===== config.mk =====
export PLATFORM = sky130hd
export DESIGN_NAME = u24_fu_port
export DESIGN_NICKNAME = d
export VERILOG_FILES = /design/src/rtl/tta_pkg.sv /design/src/rtl/u24_result_fifo.sv /design/src/rtl/u24_fu_port.sv
export SDC_FILE = /design/constraint.sdc
export NUM_CORES = 1
export LEC_CHECK = 0
export ABC_AREA = 1
export ABC_CLOCK_PERIOD_IN_PS = 3400
export BUFFER_PORTS_ARGS = -buffer_cell sky130_fd_sc_hd__buf_2
export CAP_MARGIN = 20
export CORE_MARGIN = 3
export CORE_UTILIZATION = 48
export DETAILED_ROUTE_END_ITERATION = 7
export GPL_TIMING_DRIVEN = 0
export PLACE_DENSITY = 0.81
export SKIP_LAST_GASP = 1
export SLEW_MARGIN = 20
export SYNTH_ARGS = -nofsm -noshare
export SYNTH_HDL_FRONTEND = slang
export SYNTH_SLANG_ARGS = --single-unit

===== constraint.sdc =====
create_clock -name clk -period 3.4 [get_ports clk]
set_input_delay 0.68 -clock clk [delete_from_list [all_inputs] [get_ports clk]]
set_output_delay 0.68 -clock clk [all_outputs]
set_load 0.005 [all_outputs]

===== src/rtl/tta_pkg.sv =====
// Shared transport-bus encodings and types for the TTA function-unit ports.
// Also used by the bus decoder so destination selects stay consistent.
package tta_pkg;

  localparam int DATA_W = 24;

  typedef enum logic [1:0] {
    DST_OPA  = 2'd0,
    DST_ADD  = 2'd1,
    DST_SUB  = 2'd2,
    DST_RSVD = 2'd3
  } dst_sel_e;

  // In-flight operation marker carried alongside the unit pipeline.
  typedef struct packed {
    logic valid;
    logic sub;
  } tag_t;

endpackage


===== src/rtl/u24_result_fifo.sv =====
// Small circular result buffer; push and pop may coincide at any fill level.
// The head word is presented combinationally.
module u24_result_fifo #(
  parameter int DEPTH = 2,
  parameter int W     = 24
) (
  input  logic                   clk,
  input  logic                   rst_n,
  input  logic                   push,
  input  logic [W-1:0]           push_data,
  input  logic                   pop,
  output logic [W-1:0]           head,
  output logic [$clog2(DEPTH):0] count,
  output logic                   empty,
  output logic                   full
);

  localparam int PTR_W = (DEPTH > 1) ? $clog2(DEPTH) : 1;
  localparam int CNT_W = $clog2(DEPTH) + 1;

  logic [W-1:0]     mem [DEPTH];
  logic [PTR_W-1:0] wr_ptr;
  logic [PTR_W-1:0] rd_ptr;
  logic             do_push;
  logic             do_pop;

  assign empty   = (count == '0);
  assign full    = (count == CNT_W'(DEPTH));
  assign do_pop  = pop & ~empty;
  assign do_push = push & (~full | do_pop);
  assign head    = mem[rd_ptr];

  always_ff @(posedge clk or negedge rst_n) begin
    if (!rst_n) begin
      // NOTE: the storage is reset on purpose so the head reads 0 after reset;
      // this is cheap at this depth but would not be done for a large RAM.
      for (int i = 0; i < DEPTH; i++) mem[i] <= '0;
      wr_ptr <= '0;
      rd_ptr <= '0;
      count  <= '0;
    end else begin
      if (do_push) begin
        mem[wr_ptr] <= push_data;
        wr_ptr      <= wr_ptr + 1'b1;
      end
      if (do_pop) rd_ptr <= rd_ptr + 1'b1;
      count <= count + CNT_W'(do_push) - CNT_W'(do_pop);
    end
  end

endmodule


===== src/rtl/u24_fu_port.sv =====
// Transport-bus front end for the registered 24-bit add/sub units: operand capture,
// trigger issue, in-flight tracking and result buffering for source moves.
module u24_fu_port
  import tta_pkg::*;
#(
  parameter int FU_LATENCY   = 1,
  parameter int RESULT_DEPTH = 2
) (
  input  logic              clk,
  input  logic              rst_n,
  input  logic              dst_valid,
  input  logic [1:0]        dst_sel,
  input  logic [DATA_W-1:0] dst_data,
  output logic              dst_ready,
  output logic [DATA_W-1:0] fu_opa,
  output logic [DATA_W-1:0] fu_opb,
  input  logic [DATA_W-1:0] add_result,
  input  logic [DATA_W-1:0] sub_result,
  output logic              res_valid,
  output logic [DATA_W-1:0] res_data,
  input  logic              res_read,
  output logic              rd_err
);

  localparam int STAGES = FU_LATENCY + 1;
  localparam int CNT_W  = $clog2(RESULT_DEPTH) + 1;
  localparam int OCC_W  = $clog2(RESULT_DEPTH + STAGES + 1) + 1;

  dst_sel_e          sel;
  logic [DATA_W-1:0] opa_reg;
  tag_t              tag_sr [STAGES];
  logic [CNT_W-1:0]  fifo_count;
  logic              fifo_empty;
  logic              fifo_full;
  logic [OCC_W-1:0]  inflight;
  logic [OCC_W-1:0]  occ;
  logic              is_trig;
  logic              trig_ready;
  logic              trig_fire;
  logic              pop;
  logic              push;
  logic [DATA_W-1:0] push_data;

  assign sel     = dst_sel_e'(dst_sel);
  assign is_trig = (sel == DST_ADD) || (sel == DST_SUB);

  always_comb begin
    // NOTE: default first so every path assigns it and no latch is inferred.
    inflight = '0;
    for (int i = 0; i < STAGES; i++) inflight = inflight + OCC_W'(tag_sr[i].valid);
  end

  // Reserve a FIFO slot per in-flight op; a same-cycle pop frees one slot.
  assign pop        = res_read & ~fifo_empty;
  assign occ        = OCC_W'(fifo_count) + inflight;
  assign trig_ready = (occ - OCC_W'(pop)) < OCC_W'(RESULT_DEPTH);
  assign dst_ready  = is_trig ? trig_ready : 1'b1;
  assign trig_fire  = dst_valid & is_trig & trig_ready;

  assign push      = tag_sr[FU_LATENCY].valid;
  assign push_data = tag_sr[FU_LATENCY].sub ? sub_result : add_result;
  assign res_valid = ~fifo_empty;

  always_ff @(posedge clk or negedge rst_n) begin
    if (!rst_n) begin
      opa_reg <= '0;
      fu_opa  <= '0;
      fu_opb  <= '0;
      rd_err  <= 1'b0;
      for (int i = 0; i < STAGES; i++) tag_sr[i] <= '0;
    end else begin
      if (dst_valid && sel == DST_OPA) opa_reg <= dst_data;
      if (trig_fire) begin
        fu_opa <= opa_reg;
        fu_opb <= dst_data;
      end
      tag_sr[0] <= '{valid: trig_fire, sub: (sel == DST_SUB)};
      for (int i = 1; i < STAGES; i++) tag_sr[i] <= tag_sr[i-1];
      rd_err <= res_read & fifo_empty;
    end
  end

  u24_result_fifo #(
    .DEPTH(RESULT_DEPTH),
    .W    (DATA_W)
  ) u_fifo (
    .clk      (clk),
    .rst_n    (rst_n),
    .push     (push),
    .push_data(push_data),
    .pop      (pop),
    .head     (res_data),
    .count    (fifo_count),
    .empty    (fifo_empty),
    .full     (fifo_full)
  );

  // Admission control must make a push into a full buffer without a pop impossible.
  a_no_overflow : assert property (@(posedge clk) disable iff (!rst_n)
    !(push && fifo_full && !pop));

endmodule


==> results.ini <==
[placement]
dp_hpwl_um=10500
place_ws_ns=-0.339
io_buffers=152
globalplace.congestion=0.786

[grt]
use_met1=0.284
grtUsageTotal=0.228
grt_pass1_vias=4928
antenna_found_initial=1
grtUsageMet3=0.0836
grt_max_degree=74
grt_overflow_total=0
grt.busiest_layer=met2
grt_pass1_wl_um=23800
grtUsageMet2=0.372

[synthesis]
synth_most_common_cell=nand2_1
postSynthAreaPerCell_sq_um=8.85
syn_area_sq_um=5800
ys.flop_type=dfrtp_1
synth_edf_count=0
seq_area_frac_synth=0.557
synth_area_leaders=dfrtp_1, nand2_1, o21ai_0, nand4_1, mux2_2
synth_nets=742
netlist_instances=655
yosysTopAreaCellShare=0.557
async_flop_share=1.00
ys_types=22
synth_common_cells=nand2_1, dfrtp_1, o21ai_0
ys_ff_latch=129
synth_top_area_cell=dfrtp_1
yosysWarnings=0

[die]
die_w_um=116
rows=39
die_area_sq_um=13400
dieHeight_um=116
start_util=0.499
ios=153
core_area_sq_um=11600

[routing]
vias=5145
drc=0
wl_per_cell_um=15.1
routed_via_density=5.18
drt-pass1-iter-count=5
wl_um=15000
drt_iter0_drc=286
ant_nets=0

[pwr]
p_clk_frac=0.265
p_leak_nw=4.03
vdd_ir_drop_max_mv=0.482
pwr_density_cell_nw_per_um2=933
power_frac_comb=0.387
switchingPower_w=0.00262
power_frac_seq=0.347
swShare=0.374
internal-power_w=0.00439

[outcome]
status=finished with violations
violations=setup timing

[critical_path]
required_ns=2.72
worstSetupPathType=reg2out
crit_end=dst_ready
crit_path_end_kind=primary output
startpoint=u_fifo.count[1]
r2r-start=u_fifo.count[1]
ff2ff_path_depth=20
ff2ff_setup_slack_ns=0.33
cp_max_fo=3
worstPathArrival_ns=2.73
start_kind=register
r2r_end=fu_opa[16]

[hold_path]
hold_class=in2async

[clocking]
worstSkewPairLatency_ns=0.42
clk_pin_slew_ns=0.06
clock-root-buffer=clkbuf_16
cts_hold_buffers=0
cts_buffers=17
clock-sinks=129
htreeDepth=4
cts_tree=done
clockBufferDepth=2

[final_layout]
fin_nets=924
syn2layout_area_growth_pct=29.6
top_register=u_fifo.mem
largest_reg_flops=48
diodes=0
final_util=0.647
drive_gt1_frac=0.305

[timing]
max_freq_mhz=293
finalMaxSlewViolations=0
hold_viol_final=0
setup-violations-final=1
period_minus_slack_ns=3.41
setup_ws_ns=-0.0145
fin_crit_sh=1.00
clock_skew_ns=0.00708
rsz0062_at_grt=yes
slew_headroom=0.667
worstMarginPinSlew_ns=0.500

[run]
cap_viol_max_count=0

## worst max-delay path, cell delays in order, from the launching register on
cell and delay (ns):
dfrtp_2 0.43, inv_4 0.07, nand2_4 0.05, nand2_4 0.05
inv_2 0.04, ha_4 0.25, inv_2 0.04, ha_4 0.25
nand2_2 0.05, nand2_2 0.07, inv_2 0.04, fa_1 0.54
nand2_2 0.06, nor2_4 0.11, nand2_2 0.08, nand2_2 0.08
buf_2 0.10
## power by group through the flow
stage / logic [W] / clock network [W] / registers (W)
2_1_floorplan: 0.00146 / 0 / 0.00242
3_3_place_gp: 0.00240 / 0 / 0.00242
3_5_place_dp: 0.00248 / 0 / 0.00244
4_1_cts: 0.00263 / 0.00188 / 0.00243
5_1_grt: 0.00305 / 0.00197 / 0.00251
6_report: 0.00271 / 0.00186 / 0.00243
## metrics by stage
stage | hold WS (ns) | std cells | instance area, sq um | setup TNS (ns) | total power [W]
floorplan | 0.331 | 655 | 5800 | 0 | 0.00388
finish | 0.174 | 993 | 7510 | -0.0145 | 0.00701
global route | 0.198 | 993 | 7510 | -0.156 | 0.00752
detailed placement | 0.336 | 951 | 6780 | -0.339 | 0.00492
CTS | 0.183 | 988 | 7440 | -0.206 | 0.00694
global placement | 0.335 | 950 | 6740 | -6.40 | 0.00482
## kinds of logic after synthesis
logic type | Yosys count | share of synthesized area
adder cells (fa/ha/maj) | 9 | 0.0207
AO/OA/AOI/OAI | 96 | 0.0829
multiplexers | 24 | 0.0466
flip-flops | 129 | 0.557
XOR/XNOR | 3 | 0.00453
buffers and inverters | 108 | 0.0788
AND/OR/NAND/NOR | 286 | 0.210
## layout make-up
class,count,area [sq um]
fillers,943,4100
flip-flops and latches,129,3230
multi-input cells,418,2170
repair buffers,165,888
clock buffers,18,429
inverters,65,246
plain buffers,41,198
clock inverters,14,179
well taps,143,179
## cell usage in the layout (no fill, tap or decap), types with 3 or more instances in the layout
cell        netlist  layout
nand2_1         228     221
buf_2            14     165
dfrtp_1         129     128
o21ai_0          91      91
inv_1            65      60
nand4_1          48      48
mux2_2           24      24
clkbuf_1         20      21
clkbuf_16         0      17
buf_4             5      15
nand2_2           1       6
ha_1              8       6
o21ai_1           5       5
inv_2             0       4
nor2_1            4       4
inv_6             0       4
clkinv_4          0       3
clkinvlp_4        0       3
bufinv_16         0       3
## layer usage
metal	wire [um]	vias up
met5	13	-
met4	154	2
met3	1400	20
met2	7260	221
met1	6210	2425
li1	-	2477
## how the worst min path moves through the flow
stage                     end  slack [ns]      start  cells past startpoint
2_1_floorplan       tag_sr[0]        0.33  tag_sr[2]                      0
3_3_place_gp        tag_sr[0]        0.34  tag_sr[2]                      0
3_5_place_dp        tag_sr[0]        0.34  tag_sr[2]                      0
4_1_cts        u_fifo.mem[42]        0.18      rst_n                      1
5_1_grt        u_fifo.mem[43]        0.20      rst_n                      1
6_report       u_fifo.mem[43]        0.17      rst_n                      1
## repair_timing
item,CTS,global route
pin swaps,3,10
resized for setup,10,11
setup buffers,6,6
setup endpoints to repair,1,1
gates cloned,0,0
endpoints found under the hold margin,0,0
Power figures use the tool's default switching activity.
